==> config.mk <==
export PLATFORM = sky130hd
export DESIGN_NAME = rresp_scheduler
export DESIGN_NICKNAME = d
export VERILOG_FILES = /design/src/rtl/rresp_scheduler.sv
export SDC_FILE = /design/constraint.sdc
export NUM_CORES = 1
export LEC_CHECK = 0
export ABC_AREA = 1
export CORE_MARGIN = 2
export CORE_UTILIZATION = 51
export DETAILED_ROUTE_END_ITERATION = 16
export PLACE_DENSITY = 0.78
export SLEW_MARGIN = 20
export SYNTH_ARGS = -nofsm -noshare
export SYNTH_HDL_FRONTEND = slang
export SYNTH_SLANG_ARGS = --single-unit
==> constraint.sdc <==
create_clock -name clk -period 2.9 [get_ports clk]
set_input_delay 0.58 -clock clk [delete_from_list [all_inputs] [get_ports clk]]
set_output_delay 0.58 -clock clk [all_outputs]
set_load 0.05 [all_outputs]
==> src/rtl/rresp_scheduler.sv <==
// Read-response scheduler: collects per-RID completions, grants round-robin, issues one
// response per grant and then pulses clear so the error buffer drops that RID's bit.
module rresp_scheduler #(
    parameter logic [1:0] OKAY_RESP = 2'b00,
    parameter logic [1:0] ERR_RESP  = 2'b10
) (
    input  logic       clk,
    input  logic       n_rst,
    input  logic [3:0] done,
    input  logic [3:0] error,
    input  logic       rready,
    output logic       rvalid,
    output logic [1:0] rid,
    output logic [1:0] rresp,
    output logic       clear,
    output logic [1:0] clear_rid
);

    typedef enum logic [1:0] {StIdle, StResp, StClear} state_e;

    state_e     state_q, state_d;
    logic [3:0] pending_q, pending_d;
    logic [1:0] ptr_q, ptr_d;
    logic [1:0] rid_q, rid_d;
    logic [1:0] rresp_q, rresp_d;
    logic [3:0] clr_mask;

    logic       grant_valid;
    logic [1:0] grant_rid;
    logic [1:0] scan_idx;

    // Scan from the farthest offset down so the nearest pending RID to ptr wins.
    always_comb begin
        grant_valid = 1'b0;
        grant_rid   = ptr_q;
        scan_idx    = ptr_q;
        for (int k = 3; k >= 0; k--) begin
            scan_idx = ptr_q + 2'(k);
            if (pending_q[scan_idx]) begin
                grant_valid = 1'b1;
                grant_rid   = scan_idx;
            end
        end
    end

    always_comb begin
        state_d  = state_q;
        ptr_d    = ptr_q;
        rid_d    = rid_q;
        rresp_d  = rresp_q;
        clr_mask = 4'b0000;
        unique case (state_q)
            StIdle: begin
                if (grant_valid) begin
                    rid_d   = grant_rid;
                    rresp_d = error[grant_rid] ? ERR_RESP : OKAY_RESP;
                    state_d = StResp;
                end
            end
            StResp: begin
                if (rready) begin
                    state_d = StClear;
                end
            end
            StClear: begin
                clr_mask = 4'b0001 << rid_q;
                ptr_d    = rid_q + 2'd1;
                state_d  = StIdle;
            end
            default: begin
                state_d = StIdle;
            end
        endcase
        // A completion arriving alongside its own clear must survive.
        pending_d = (pending_q & ~clr_mask) | done;
    end

    always_ff @(posedge clk) begin
        if (!n_rst) begin
            state_q   <= StIdle;
            pending_q <= 4'b0000;
            ptr_q     <= 2'd0;
            rid_q     <= 2'd0;
            rresp_q   <= OKAY_RESP;
        end else begin
            state_q   <= state_d;
            pending_q <= pending_d;
            ptr_q     <= ptr_d;
            rid_q     <= rid_d;
            rresp_q   <= rresp_d;
        end
    end

    assign rvalid    = (state_q == StResp);
    assign clear     = (state_q == StClear);
    assign rid       = rid_q;
    assign rresp     = rresp_q;
    assign clear_rid = rid_q;

endmodule

* Word level (Yosys, flattened, before mapping)
Index checks and enable logic that the tools add are counted.
Operators by class: add/subtract/negate cells 4, order comparisons 5, eq/ne operators 4, shifts and indexed selects 1, multiplexer cells 23, bitwise logic cells 3, reduce and logical (&&, ||, !) cells 3
Operators by type and width (count):
- $lt A2 B3 Y1 const B | 5
- $mux W2 | 7
- $bmux W1 S2 | 5
- $mux W1 | 9
- $add A2 B1 Y2 const B | 2
- $add A2 B2 Y2 const B | 2
- $and A4 B4 Y4 | 1
- $mux W4 | 1
- $ne A2 B2 Y1 const B | 2
- $not A4 Y4 | 1
- $or A4 B4 Y4 | 1
- $pmux W2 S2 | 1
- $reduce_and A2 Y1 | 2
- $shl A1 B2 Y4 const A | 1
- $eq A2 B1 Y1 const B | 1
- $eq A2 B2 Y1 const B | 1
- $logic_not A2 Y1 | 1
Word-level totals: bits in registers 12, input bits 11, output and inout bits 8, logic and storage cells 48

* Depth between registers and ports, before layout
word-level depth 10, gate-level depth with buffers 16, gate-level depth less buffers 15

* Worst setup path before layout
OpenSTA, ideal clock, no wires.
path type flip-flop to output port, from register state_q[1], to output port clear, arrival time 1.269 ns, data required time 2.320 ns, path slack 1.051 ns, cell stages (with the launch flop) 3, buffers on the path 0, path through dfxtp_1 > inv_1 > nor2_1
On the way: word-level cells in the longest chain between the ends 1
Ends and longest elaborated chain:
- start: declaration | RTL line 21 | state_e state_q, state_d;
- start signal: assignment | RTL line 80 | state_q <= StIdle;
- start signal: assignment | RTL line 86 | state_q <= state_d;
- $eq A2 B2 Y1 | RTL line 95 | assign clear = (state_q == StClear);
- end: declaration | RTL line 15 | output logic clear,
Every way passes these cells.

* Worst setup path after layout
Same ends and word-level chain as after synthesis.

==> impl_results.md <==
- Pins Over Slew Limit: 0
- Sw Share: 0.435
- CP max stage cell: clkdlybuf4s50_1
- Die Y-Extent: 43.6 um
- Clk root buf: clkbuf_4
- Final Cell Area: 990 sq um
- Crit start category: flip-flop
- P_leak: 0.505 nW
- Clock transition at path regs: 0.07 ns
- Synth cell types: 21
- Remaining global-route overflow: 0
- Core area: 0.00149 sq mm
- Starting density of the core: 0.537
- Hpwl dp: 1360 um
- Vias per Instance: 4.77
- Int Power: 0.000319 W
- Cells after synthesis: 125
- Share of post-route cells with drive strength above 1: 0.168
- Post-detailed-route count of antenna-violating nets: 0
- Sequential power share: 0.339
- XOR/XNOR Fraction of Synth Area: 0
- FILL cells: 135
- Layout Cells excl Fill: 159
- PortBufs: 17
- Switching power total: 0.000246 W
- Die area: 0.00190 sq mm
- Yosys reg bits: 11
- Diodes inserted: 0
- Final wirelength: 1650 um
- Clock power frac: 0.193
- H-tree depth: 1
- CTS tree: yes
- Max cap viols: 0
- Largest family of logic cells by synthesized area: simple AND/OR/NAND/NOR gates
- Total power: 0.000565 W
- CP required: 2.32 ns
- Clk sink count: 11
- CP Max Fanout: 9
- Min Tclk post-route: 2.35 ns
- Placed Area: 963 sq um
- GRT Total Usage: 0.192
- Crit path cell chain: inv_1, nor2_1, buf_4, clkdlybuf4s50_1
- Most common cell after layout, fill and taps aside: nand2_1
- Most frequent cells in the layout: 28 x nand2_1, 20 x inv_1, 17 x clkdlybuf4s50_1, 12 x nand2_2, 11 x dfxtp_1
- Die width: 43.6 um
- Final clock skew: 0.00599 ns
- Detailed-routing iteration count for the pre-antenna-repair pass: 4
- Reg area: 220 sq um
- Vias: 759
- PostCTS Resize Cnt: 0
- Setup crit end kind: output pin
- Synth Area in Adders: 0.0626
- Global-route wire length before repair: 2690 um
- Hold WC Path Type: reg -> reg
- Final setup violation count: 0
- Rows: 14
- Mux share of post-synthesis cell area: 0
- Area of the multi-input gates: 448 sq um
- Syn Nets: 140
- Detailed Route Iter0 Violations: 17
- Complex-gate fraction of the synthesized area: 0.0939
- Num CTS Buffers: 3
- Pwr per Cell Area: 571 mW/mm^2
- CP Class: reg -> out
- # DRC: 0
- Final nets: 159
- Hold Buf Count CTS: 0
- Postcts setup bufs: 0
- Post-synthesis simple-gate area fraction: 0.399
- Max transition margin: 0.663
- Initial antenna violation count: 0
- Status: finished, final reports clean
- Syn_area_per_cell: 6.40 sq um
- Worst-skew pair later-pin latency: 0.28 ns
- Synthesis-to-layout area growth: 23.8%
- Routed length per instance: 10.4 um
- Sequential area share after synthesis: 0.275
- Pin count of the biggest net entering global routing: 10
- Crit path DAT: 1.77 ns
- Maximum clock path buffer count: 2
- RSZ-0062 raised after global routing: no
- F_max: 425 MHz
- Sum Neg Setup Slack: 0 ns
- Pre-CTS WS: 0.857 ns
- Vias in the first global route: 669
- Peak VDD IR: 350 uV
- Final setup margin: 0.546 ns
- Mapped cell area: 800 sq um
- Placed Cells: 155
- Top Ports: 19
- Final hold vios: 0
- Slowest stage delay, CP: 0.80 ns
- Final Wtd Congestion: 0.860
- Comb power frac: 0.468
- YS warnings: 0
- Period utilization: 0.812
- Tightest Pin Transition: 0.504 ns
-- state kept, by name (all words and copies together) (netlist names) --
register   count
clear_rid      2
pending_q      4
ptr_q          2
rresp          1
state_q        2
-- critical path, delay by kind of cell, from the launching register on --
family	cells	cell delay [ns]
buf+inv	3	1.02
flops	1	0.39
simple gates	1	0.09
-- metrics by stage --
stage / hold WS (ns) / util
2_1_floorplan: 0.468 / -
3_3_place_gp: 0.479 / 0.647
3_5_place_dp: 0.496 / 0.647
4_1_cts: 0.508 / 0.665
5_1_grt: 0.549 / 0.665
6_report: 0.510 / 0.665
-- worst paths after layout --
path         cells after the start  slack [ns]            to       start
min reg2reg                      1        0.51    state_q[1]  state_q[1]
min                              1        0.51    state_q[1]  state_q[1]
max reg2reg                     10        1.07  clear_rid[0]    ptr_q[0]
max                              4        0.55         clear  state_q[1]
-- area by class of cell --
class / count / share of cell area
Multi-Input combinational cell: 86 / 0.453
Sequential cell: 11 / 0.223
Timing Repair Buffer: 18 / 0.180
Inverter: 24 / 0.0986
Clock buffer: 4 / 0.0265
Tap cell: 16 / 0.0202
-- kinds of logic (layout without fill, tap and decap cells) --
kind of cell	count (synthesis)	after routing
other cells	1	1
buf+inv	28	46
fa+ha+maj	4	4
compound gates	15	15
simple gates	66	66
flops	11	11
-- synth_stat cells --
cell / n / area (sq um)
a21oi_1: 10 / 50.1
and2_4: 1 / 8.76
buf_4: 3 / 22.5
buf_6: 1 / 11.3
conb_1: 1 / 3.75
dfxtp_1: 11 / 220
ha_1: 4 / 50.1
inv_1: 20 / 75.1
inv_2: 3 / 11.3
inv_8: 1 / 11.3
nand2_1: 28 / 105
nand2_2: 12 / 75.1
nand2_4: 1 / 11.3
nand3_1: 10 / 50.1
nand3_2: 1 / 10.0
nor2_1: 10 / 37.5
nor3_1: 1 / 5.00
nor3_2: 1 / 10.0
nor4_1: 1 / 6.26
o21ai_0: 3 / 15.0
o21ai_1: 2 / 10.0
-- power by group through the flow --
stage               clock network, W  registers [W]  logic [W]
floorplan                          0       0.000222   0.000170
global placement                   0       0.000194   0.000258
detailed placement                 0       0.000195   0.000264
CTS                         0.000108       0.000192   0.000265
global route                0.000115       0.000195   0.000289
finish                      0.000109       0.000192   0.000264
-- per-layer routing --
layer / vias to the layer above / share of wire / track usage / wire length [um]
li1: 412 / - / - / -
met1: 330 / 0.47 / 0.239 / 780
met2: 12 / 0.47 / 0.312 / 779
met3: 5 / 0.028 / 0.0292 / 47
met4: 0 / 0.027 / 0.115 / 44
met5: - / 0 / 0 / 0
Note: power is estimated with default switching activity, not from simulation.
